**config.mk**
```make
export PLATFORM = sky130hd
export DESIGN_NAME = sdram_port_arbiter
export DESIGN_NICKNAME = d
export VERILOG_FILES = /design/src/rtl/sdram_arb_pkg.sv /design/src/rtl/sdram_arb_pick.sv /design/src/rtl/sdram_port_arbiter.sv
export SDC_FILE = /design/constraint.sdc
export NUM_CORES = 1
export LEC_CHECK = 0
export CORE_MARGIN = 2
export CORE_UTILIZATION = 43
export DETAILED_ROUTE_END_ITERATION = 16
export PLACE_DENSITY = 0.86
export SLEW_MARGIN = 10
export SYNTH_ARGS = -nofsm -noshare
export SYNTH_HDL_FRONTEND = slang
export SYNTH_SLANG_ARGS = --single-unit
```
**constraint.sdc**
```tcl
create_clock -name clk -period 5.5 [get_ports clk]
set_clock_uncertainty 0.2 [all_clocks]
set_input_delay 1.65 -clock clk [delete_from_list [all_inputs] [get_ports clk]]
set_output_delay 1.65 -clock clk [all_outputs]
set_load 0.005 [all_outputs]
```
**src/rtl/sdram_arb_pkg.sv**
```systemverilog
// Shared types and constants for the SDRAM command-port arbiter.
package sdram_arb_pkg;

    typedef enum logic [1:0] {IDLE, BUSY, ACK} arb_state_e;
    typedef enum logic [1:0] {G_P0R, G_P1R, G_P1W} grant_e;

    localparam int SDRAM_ADDR_W = 24;
    localparam int SDRAM_DATA_W = 16;
    localparam logic [15:0] TIMEOUT_DATA = 16'hDEAD;

    // Bit positions of the one-hot grant vector produced by the picker
    localparam int PICK_P0R = 0;
    localparam int PICK_P1R = 1;
    localparam int PICK_P1W = 2;

    function automatic grant_e pick_to_grant(input logic [2:0] pick);
        grant_e g;
        g = G_P0R;
        if (pick[PICK_P1R])      g = G_P1R;
        else if (pick[PICK_P1W]) g = G_P1W;
        return g;
    endfunction

endpackage

```
**src/rtl/sdram_arb_pick.sv**
```systemverilog
// Combinational priority picker: P0R > P1R > P1W, with port 1 forced once
// the port-0 burst budget is used up.
module sdram_arb_pick
    import sdram_arb_pkg::*;
(
    input  logic       p0_rd,
    input  logic       p1_rd,
    input  logic       p1_wr,
    input  logic       burst_sat,
    output logic [2:0] grant
);

    always_comb begin
        grant = '0;
        if (burst_sat && (p1_rd || p1_wr)) begin
            if (p1_rd) grant[PICK_P1R] = 1'b1;
            else       grant[PICK_P1W] = 1'b1;
        end else if (p0_rd) begin
            grant[PICK_P0R] = 1'b1;
        end else if (p1_rd) begin
            grant[PICK_P1R] = 1'b1;
        end else if (p1_wr) begin
            grant[PICK_P1W] = 1'b1;
        end
    end

endmodule

```
**src/rtl/sdram_port_arbiter.sv**
```systemverilog
// Two-port arbiter in front of the SDRAM controller command port: serialises
// display reads and draw-engine reads/writes, with a hung-controller timeout.
//
// state | meaning
// IDLE  | sample requests, grant one and load the mem_* payload
// BUSY  | mem_req held, waiting for mem_done or timeout
// ACK   | one-cycle done pulse to the granted requester
module sdram_port_arbiter
    import sdram_arb_pkg::*;
#(
    parameter int ADDR_W       = SDRAM_ADDR_W,
    parameter int DATA_W       = SDRAM_DATA_W,
    parameter int P0_BURST_MAX = 8,
    parameter int TIMEOUT_CYC  = 1023
) (
    input  logic              clk,
    input  logic              rst,
    input  logic              p0_rd_req,
    input  logic [ADDR_W-1:0] p0_rd_addr,
    output logic              p0_rd_done,
    output logic [DATA_W-1:0] p0_rd_data,
    input  logic              p1_rd_req,
    input  logic              p1_wr_req,
    input  logic [ADDR_W-1:0] p1_rd_addr,
    input  logic [ADDR_W-1:0] p1_wr_addr,
    input  logic [DATA_W-1:0] p1_wr_data,
    output logic              p1_rd_done,
    output logic              p1_wr_done,
    output logic [DATA_W-1:0] p1_rd_data,
    output logic              mem_req,
    output logic              mem_we,
    output logic [ADDR_W-1:0] mem_addr,
    output logic [DATA_W-1:0] mem_wdata,
    input  logic              mem_done,
    input  logic [DATA_W-1:0] mem_rdata,
    output logic              timeout_err
);

    localparam int BURST_W = $clog2(P0_BURST_MAX + 1);
    localparam int WAIT_W  = $clog2(TIMEOUT_CYC + 1);

    arb_state_e        state;
    grant_e            grant_id;
    logic [BURST_W-1:0] burst_cnt;
    logic [WAIT_W-1:0]  wait_cnt;
    logic [2:0]        pick;
    logic              p1_pend;
    logic              burst_sat;
    logic              wait_tc;
    logic [DATA_W-1:0] ret_data;

    assign p1_pend   = p1_rd_req || p1_wr_req;
    assign burst_sat = (burst_cnt == BURST_W'(P0_BURST_MAX));
    assign wait_tc   = (wait_cnt == WAIT_W'(TIMEOUT_CYC));
    // A completion in the timeout cycle wins over the abort
    assign ret_data  = mem_done ? mem_rdata : DATA_W'(TIMEOUT_DATA);

    sdram_arb_pick u_pick (
        .p0_rd     (p0_rd_req),
        .p1_rd     (p1_rd_req),
        .p1_wr     (p1_wr_req),
        .burst_sat (burst_sat),
        .grant     (pick)
    );

    always_ff @(posedge clk or posedge rst) begin
        if (rst) begin
            state       <= IDLE;
            grant_id    <= G_P0R;
            burst_cnt   <= '0;
            wait_cnt    <= '0;
            mem_req     <= 1'b0;
            mem_we      <= 1'b0;
            mem_addr    <= '0;
            mem_wdata   <= '0;
            p0_rd_done  <= 1'b0;
            p1_rd_done  <= 1'b0;
            p1_wr_done  <= 1'b0;
            p0_rd_data  <= '0;
            p1_rd_data  <= '0;
            timeout_err <= 1'b0;
        end else begin
            if (!p1_pend) burst_cnt <= '0;
            case (state)
                IDLE: begin
                    if (|pick) begin
                        grant_id <= pick_to_grant(pick);
                        mem_req  <= 1'b1;
                        wait_cnt <= '0;
                        state    <= BUSY;
                        if (pick[PICK_P0R]) begin
                            mem_we   <= 1'b0;
                            mem_addr <= p0_rd_addr;
                            if (p1_pend && !burst_sat) burst_cnt <= burst_cnt + 1'b1;
                        end else if (pick[PICK_P1R]) begin
                            mem_we    <= 1'b0;
                            mem_addr  <= p1_rd_addr;
                            burst_cnt <= '0;
                        end else begin
                            mem_we    <= 1'b1;
                            mem_addr  <= p1_wr_addr;
                            mem_wdata <= p1_wr_data;
                            burst_cnt <= '0;
                        end
                    end
                end
                BUSY: begin
                    if (mem_done || wait_tc) begin
                        mem_req <= 1'b0;
                        state   <= ACK;
                        if (!mem_done) timeout_err <= 1'b1;
                        case (grant_id)
                            G_P0R: begin
                                p0_rd_done <= 1'b1;
                                p0_rd_data <= ret_data;
                            end
                            G_P1R: begin
                                p1_rd_done <= 1'b1;
                                p1_rd_data <= ret_data;
                            end
                            default: p1_wr_done <= 1'b1;
                        endcase
                    end else begin
                        wait_cnt <= wait_cnt + 1'b1;
                    end
                end
                ACK: begin
                    p0_rd_done <= 1'b0;
                    p1_rd_done <= 1'b0;
                    p1_wr_done <= 1'b0;
                    state      <= IDLE;
                end
                default: state <= IDLE;
            endcase
        end
    end

endmodule

```
==> metrics.csv, run 1 <==
metric,value,unit
crit_family,buffers and inverters,
place_hpwl,8898,um
synth_top_area_cell,dfrtp_1,
cts_resized,0,
async_flop_share,1.000,
ir_worst_vdd,0.2717,mV
swShare,0.3289,
ys_seq_elements,96,
cap_violations,0,
fmax,0.2845,GHz
reg2regPathDepth,4,
p_sw,0.9732,mW
p_comb_frac,0.435,
final_util,0.6494,
initial_core_util,0.4384,
multi_input_area,1946,um2
path_max_fanout,61,
crit_buf_inv,2,
nets,699,
worstSetupPathType,input port to register,
critPathSlowestCell,clkdlybuf4s50_1,
yosys_warnings,0,
rows,37,
hold_viol,0,
ctsHoldBuffers,0,
clkPwrFrac,0.157,
syn_area_per_cell,10.94,um2
synth_top_flop_cell,dfrtp_1,
required,5560,ps
clock_latency,370,ps
wl_per_cell,16.60,um
grtUsageTotal,0.2192,
path_depth,5,
yosysMostFrequentCell,dfrtp_1,
finalSetupTns,0,ps
netlist.area_leader.share,0.5356,
status,finished clean,
p_leak,2.779,nW
die_h,106.1,um
rsz0062_at_grt,false,
cp_cell_sequence,clkdlybuf4s50_1 -> o31ai_4 -> buf_4 -> a2111oi_0 -> a221o_1,
cp-end-kind,register,
grt_pass1_wl,19570,um
antenna_found_initial,0,
holdCritPathClass,register to register,
numClockSinks,96,
nFillCells,817,
final-seq-area,2402,um2
cts_root_buf,clkbuf_8,
diodes,0,
die_w,106.1,um
synth_area_leaders,"dfrtp_1 54%, o22a_1 4.5%, a2bb2oi_1 3.3%",
power_frac_seq,0.408,
internal_power,1.986,mW
max-clock-path-buffers,2,
finalSetupViolations,0,
place_congestion,0.8137,
syn-cell-area,4486,um2
finalMaxSlewViolations,0,
dieArea,11260,um2
place_area,6444,um2
cp-start-kind,input port,
vias,3945,
syn_inst,410,
route.final.wire_length,12070,um
drc,0,
io_pins,188,
fin_crit_sh,0.6390,
power_density,445.4,nW/um2
drtAntennaViolNets,0,
synth_cell_type_count,48,
drtIter0Drc,221,
synth_edf_count,0,
maxSlewHeadroom,0.3927,
clk_pin_slew,100,ps
fin_crit,3515,ps
syn-num-nets,523,
synth_seq_area_share,0.5356,
worstPathArrival,3580,ps
grt_pass1_vias,3990,
syn_to_final_growth,48.12,%
grt_max_degree,72,
grt-ovfl-total,0,
core,10230,um2
avgViaCountPerCell,5.426,
cpPeakStageDelay,530,ps
drive_gt1_frac,0.07276,
drt-pass1-iter-count,4,
tightest_slew,910.9,ps
final_cell_area,6644,um2
htreeDepth,3,
post_cts_buffers,0,
cts_tree,done,
cts_buffers,9,
hold_depth,1,
synthTopCellsByCount,"96 x dfrtp_1, 39 x nand2_1, 29 x o21ai_0",
portBuffers,187,
## placed cells by master (no fill, tap or decap), drive strengths merged, types with 2 or more instances in the layout
| master | synthesis | routed |
|---|---|---|
| nand2 | 39 | 39 |
| a31oi | 4 | 4 |
| buf | 7 | 5 |
| or3 | 7 | 7 |
| nand3 | 8 | 8 |
| clkinv | 0 | 2 |
| a22oi | 17 | 17 |
| nor3b | 2 | 2 |
| nand2b | 10 | 10 |
| and4 | 2 | 2 |
| and3 | 4 | 4 |
| o22a | 23 | 23 |
| a22o | 13 | 13 |
| mux2 | 16 | 16 |
| dfrtp | 96 | 96 |
| nand4 | 2 | 2 |
| nor2b | 21 | 21 |
| clkdlybuf4s50 | 0 | 186 |
| clkbuf | 19 | 9 |
| a21oi | 14 | 14 |
| a21o | 3 | 3 |
| o21ai | 30 | 30 |
| and2 | 6 | 6 |
| ha | 3 | 3 |
| a2bb2oi | 17 | 17 |
| nor3 | 5 | 5 |
| o21a | 2 | 2 |
| o31ai | 9 | 9 |
| inv | 7 | 12 |
| nor2 | 11 | 11 |
## stage by stage
stage                     setup slack, ps  power [mW]  hold WS (ps)  std cells
after global placement               1684       2.458         247.6        711
after floorplan                      1145       1.735         251.0        410
final                                1985       2.959         275.6        727
after CTS                            1999       2.986         271.0        727
after detailed placement             1586       2.519         246.1        711
after global routing                 1877       3.160         288.7        727
## final timing paths
kind	endpoint	slack (ps)	startpoint
worst min register to register	timeout_err$_DFFE_PP0P_	280	timeout_err$_DFFE_PP0P_
worst min-delay path	timeout_err$_DFFE_PP0P_	280	timeout_err$_DFFE_PP0P_
max in group asynchronous	p1_rd_data[6]$_DFFE_PP0P_	2630	rst
worst max register to register	p1_rd_data[3]$_DFFE_PP0P_	2920	state[1]$_DFFE_PP0P_
min in group asynchronous	p1_rd_data[12]$_DFFE_PP0P_	1580	rst
worst max-delay path	wait_cnt[5]$_DFFE_PP0P_	1990	p1_wr_req
## logic make-up after synthesis
group / count (synthesis) / synth area share
DFF: 96 / 0.5356
and+or+nand+nor: 124 / 0.1534
adders and majority gates: 3 / 0.008369
AOI/OAI and AO/OA: 136 / 0.2209
xor gates and xnor gates: 1 / 0.001953
muxes: 17 / 0.04910
buffers and inverters: 33 / 0.03068
## sequential cells by signal, indices dropped and copies added (netlist names)
name	count
p1_wr_done	1
state	2
mem_we	1
p0_rd_data	16
burst_cnt	4
mem_wdata	16
mem_addr	24
timeout_err	1
grant_id	2
p0_rd_done	1
wait_cnt	10
p1_rd_data	16
mem_req	1
p1_rd_done	1
## metal layers
layer  wire, um  vias to the layer above  GRT usage
met5          0                        -          0
met4        186                        0    0.06579
met3       1000                       15    0.07664
met2       5914                      172     0.3585
met1       4963                     1894     0.2744
li1           -                     1864          -
## area by class of cell
cell class,count,share of cell area
Clock inverter,7,0.01149
Clock buffer,9,0.01864
Multi-Input combinational cell,281,0.2928
Sequential cell,96,0.3616
Timing Repair Buffer,191,0.2855
Inverter,7,0.004331
Tap cell,136,0.02561
## power groups by stage
stage / sequential (mW) / combinational, mW / clock (mW)
detailed placement: 1.22 / 1.30 / 0
CTS: 1.21 / 1.30 / 0.475
global placement: 1.20 / 1.26 / 0
global route: 1.25 / 1.40 / 0.515
floorplan: 1.21 / 0.529 / 0
finish: 1.21 / 1.29 / 0.465
No activity file was read; power rests on OpenSTA's default activity.
==> inputs of run 2 (changes only) <==
==> constraint.sdc (replaced) <==
create_clock -name clk -period 3.47 [get_ports clk]
set_clock_uncertainty 0.2 [all_clocks]
set_input_delay 1.041 -clock clk [delete_from_list [all_inputs] [get_ports clk]]
set_output_delay 1.041 -clock clk [all_outputs]
set_load 0.005 [all_outputs]
==> run 2 against run 1 <==
Compared with the run above:
- cell count up 0.41%
- register-to-register slack worse by 1900 ps
- global-route usage up 0.34 points
- total power up 58%
- sequential share of layout area down 0.14 points
- critical path depth unchanged
- sequential power up 58%
- highest routed layer unchanged
- count of clock-buffer cells in the layout unchanged
- worst hold slack better by 11 ps
==> metrics.csv, run 2 (synthesis gave the netlist of run 1 again) <==
metric,value,unit
grtUsageTotal,0.2226,
ctsHoldBuffers,0,
p_comb_frac,0.440,
wl_per_cell,16.64,um
layout_commonest_cell,clkdlybuf4s50_1,
numClockSinks,96,
antenna_found_initial,0,
drtAntennaViolNets,0,
hold_viol,0,
regMostFlops,mem_addr,
clkPwrFrac,0.153,
clock_latency,360,ps
drtIter0Drc,175,
cts_tree,done,
worstSetupPathType,input port to register,
place_congestion,0.8440,
die_h,106.1,um
p_leak,2.786,nW
htreeDepth,3,
power_frac_seq,0.407,
finalMaxSlewViolations,0,
grt_pass1_wl,20040,um
finalSetupTns,0,ps
nets,702,
swShare,0.3265,
grt-ovfl-total,0,
rows,37,
fin_crit,2774,ps
die_w,106.1,um
cp_cell_sequence,clkdlybuf4s50_1 -> nor2_1 -> o21a_1 -> a2bb2oi_1 -> o21ai_0,
grt_pass1_vias,4130,
maxSlewHeadroom,0.4131,
holdCritPathClass,register to register,
portBuffers,187,
io_pins,188,
drc,0,
vias,3985,
cts_buffers,9,
avgViaCountPerCell,5.459,
route.final.wire_length,12150,um
ir_worst_vdd,0.3434,mV
fin_crit_sh,0.7993,
required,3540,ps
cp-start-kind,input port,
status,finished clean,
dieArea,11260,um2
hold_start,mem_addr[19]$_DFFE_PP0P_,
worstPathArrival,2850,ps
internal_power,3.150,mW
r2r_start,state[1]$_DFFE_PP0P_,
cpPeakStageDelay,580,ps
cp-end-kind,register,
path_max_fanout,17,
holdWs,286.7,ps
cp-startpoint,p1_wr_req,
syn_to_final_growth,48.70,%
fin_ws,696.4,ps
clk_pin_slew,100,ps
finalSetupViolations,0,
final_cell_mix,"186 x clkdlybuf4s50_1, 96 x dfrtp_1, 39 x nand2_1, 29 x o21ai_0, 23 x o22a_1",
drive_gt1_frac,0.07744,
tightest_slew,878.5,ps
p_sw,1.527,mW
cap_violations,0,
fmax,0.3605,GHz
core,10230,um2
rsz0062_at_grt,false,
cts_resized,0,
max-clock-path-buffers,2,
place_hpwl,8967,um
power_density,701.3,nW/um2
initial_core_util,0.4384,
post_cts_buffers,0,
cts_root_buf,clkbuf_8,
grt_max_degree,97,
diodes,0,
dp_worst_setup_slack,293.5,ps
largest_register_ffs,24,
critPathSlowestCell,o21a_1,
finalPower,4.678,mW
final_util,0.6520,
drt-pass1-iter-count,4,
run 2: changes by cell type in the layout (fill, tap and decap cells not counted):
cell,previous run,this run
buf_4,4,6
inv_4,1,0
inv_8,3,1
buf_12,0,1
clkinv_2,0,1
clkinvlp_4,0,2
run 2: worst max-delay path: cells and delay by family:
kind | cells | cell delay [ps]
compound gates | 3 | 910
buf+inv | 1 | 540
simple gates | 1 | 350
run 2: worst paths after layout:
| kind | endpoint | slack [ps] | cells after the start |
|---|---|---|---|
| worst max-delay path | mem_addr[8]$_DFFE_PP0P_ | 700 | 5 |
| worst min-delay path | mem_addr[19]$_DFFE_PP0P_ | 290 | 2 |
| worst max register to register | p1_rd_data[10]$_DFFE_PP0P_ | 980 | 4 |
| worst min register to register | mem_addr[19]$_DFFE_PP0P_ | 290 | 2 |
| max in group asynchronous | mem_addr[21]$_DFFE_PP0P_ | 1720 | 3 |
| min in group asynchronous | p1_rd_data[9]$_DFFE_PP0P_ | 970 | 3 |
run 2: layout make-up:
cell class,count,area [um2]
clock buffers,9,123.9
clock inverters,7,66.31
fillers,779,3561
inverters,7,30.03
multi-input cells,281,1946
flip-flops and latches,96,2402
well taps,136,170.2
repair buffers,194,1932
run 2: stage by stage:
stage	std cells	cell area, um2
after floorplan	410	4489
after global placement	714	6480
after detailed placement	714	6480
after CTS	730	6670
after global routing	730	6670
final	730	6670
run 2: routing by layer:
layer,part of all wire,track usage,vias to the layer above
li1,-,-,1857
met1,0.42,0.2747,1915
met2,0.49,0.3782,183
met3,0.072,0.05089,30
met4,0.026,0.08835,0
met5,0,0,-
run 2: power by group through the flow:
| stage | logic, mW | registers, mW | clock network, mW |
|---|---|---|---|
| 4_1_cts | 2.09 | 1.91 | 0.724 |
| 6_report | 2.06 | 1.91 | 0.714 |
| 2_1_floorplan | 0.838 | 1.91 | 0 |
| 3_5_place_dp | 2.07 | 1.93 | 0 |
| 5_1_grt | 2.25 | 1.97 | 0.777 |
| 3_3_place_gp | 2.01 | 1.89 | 0 |
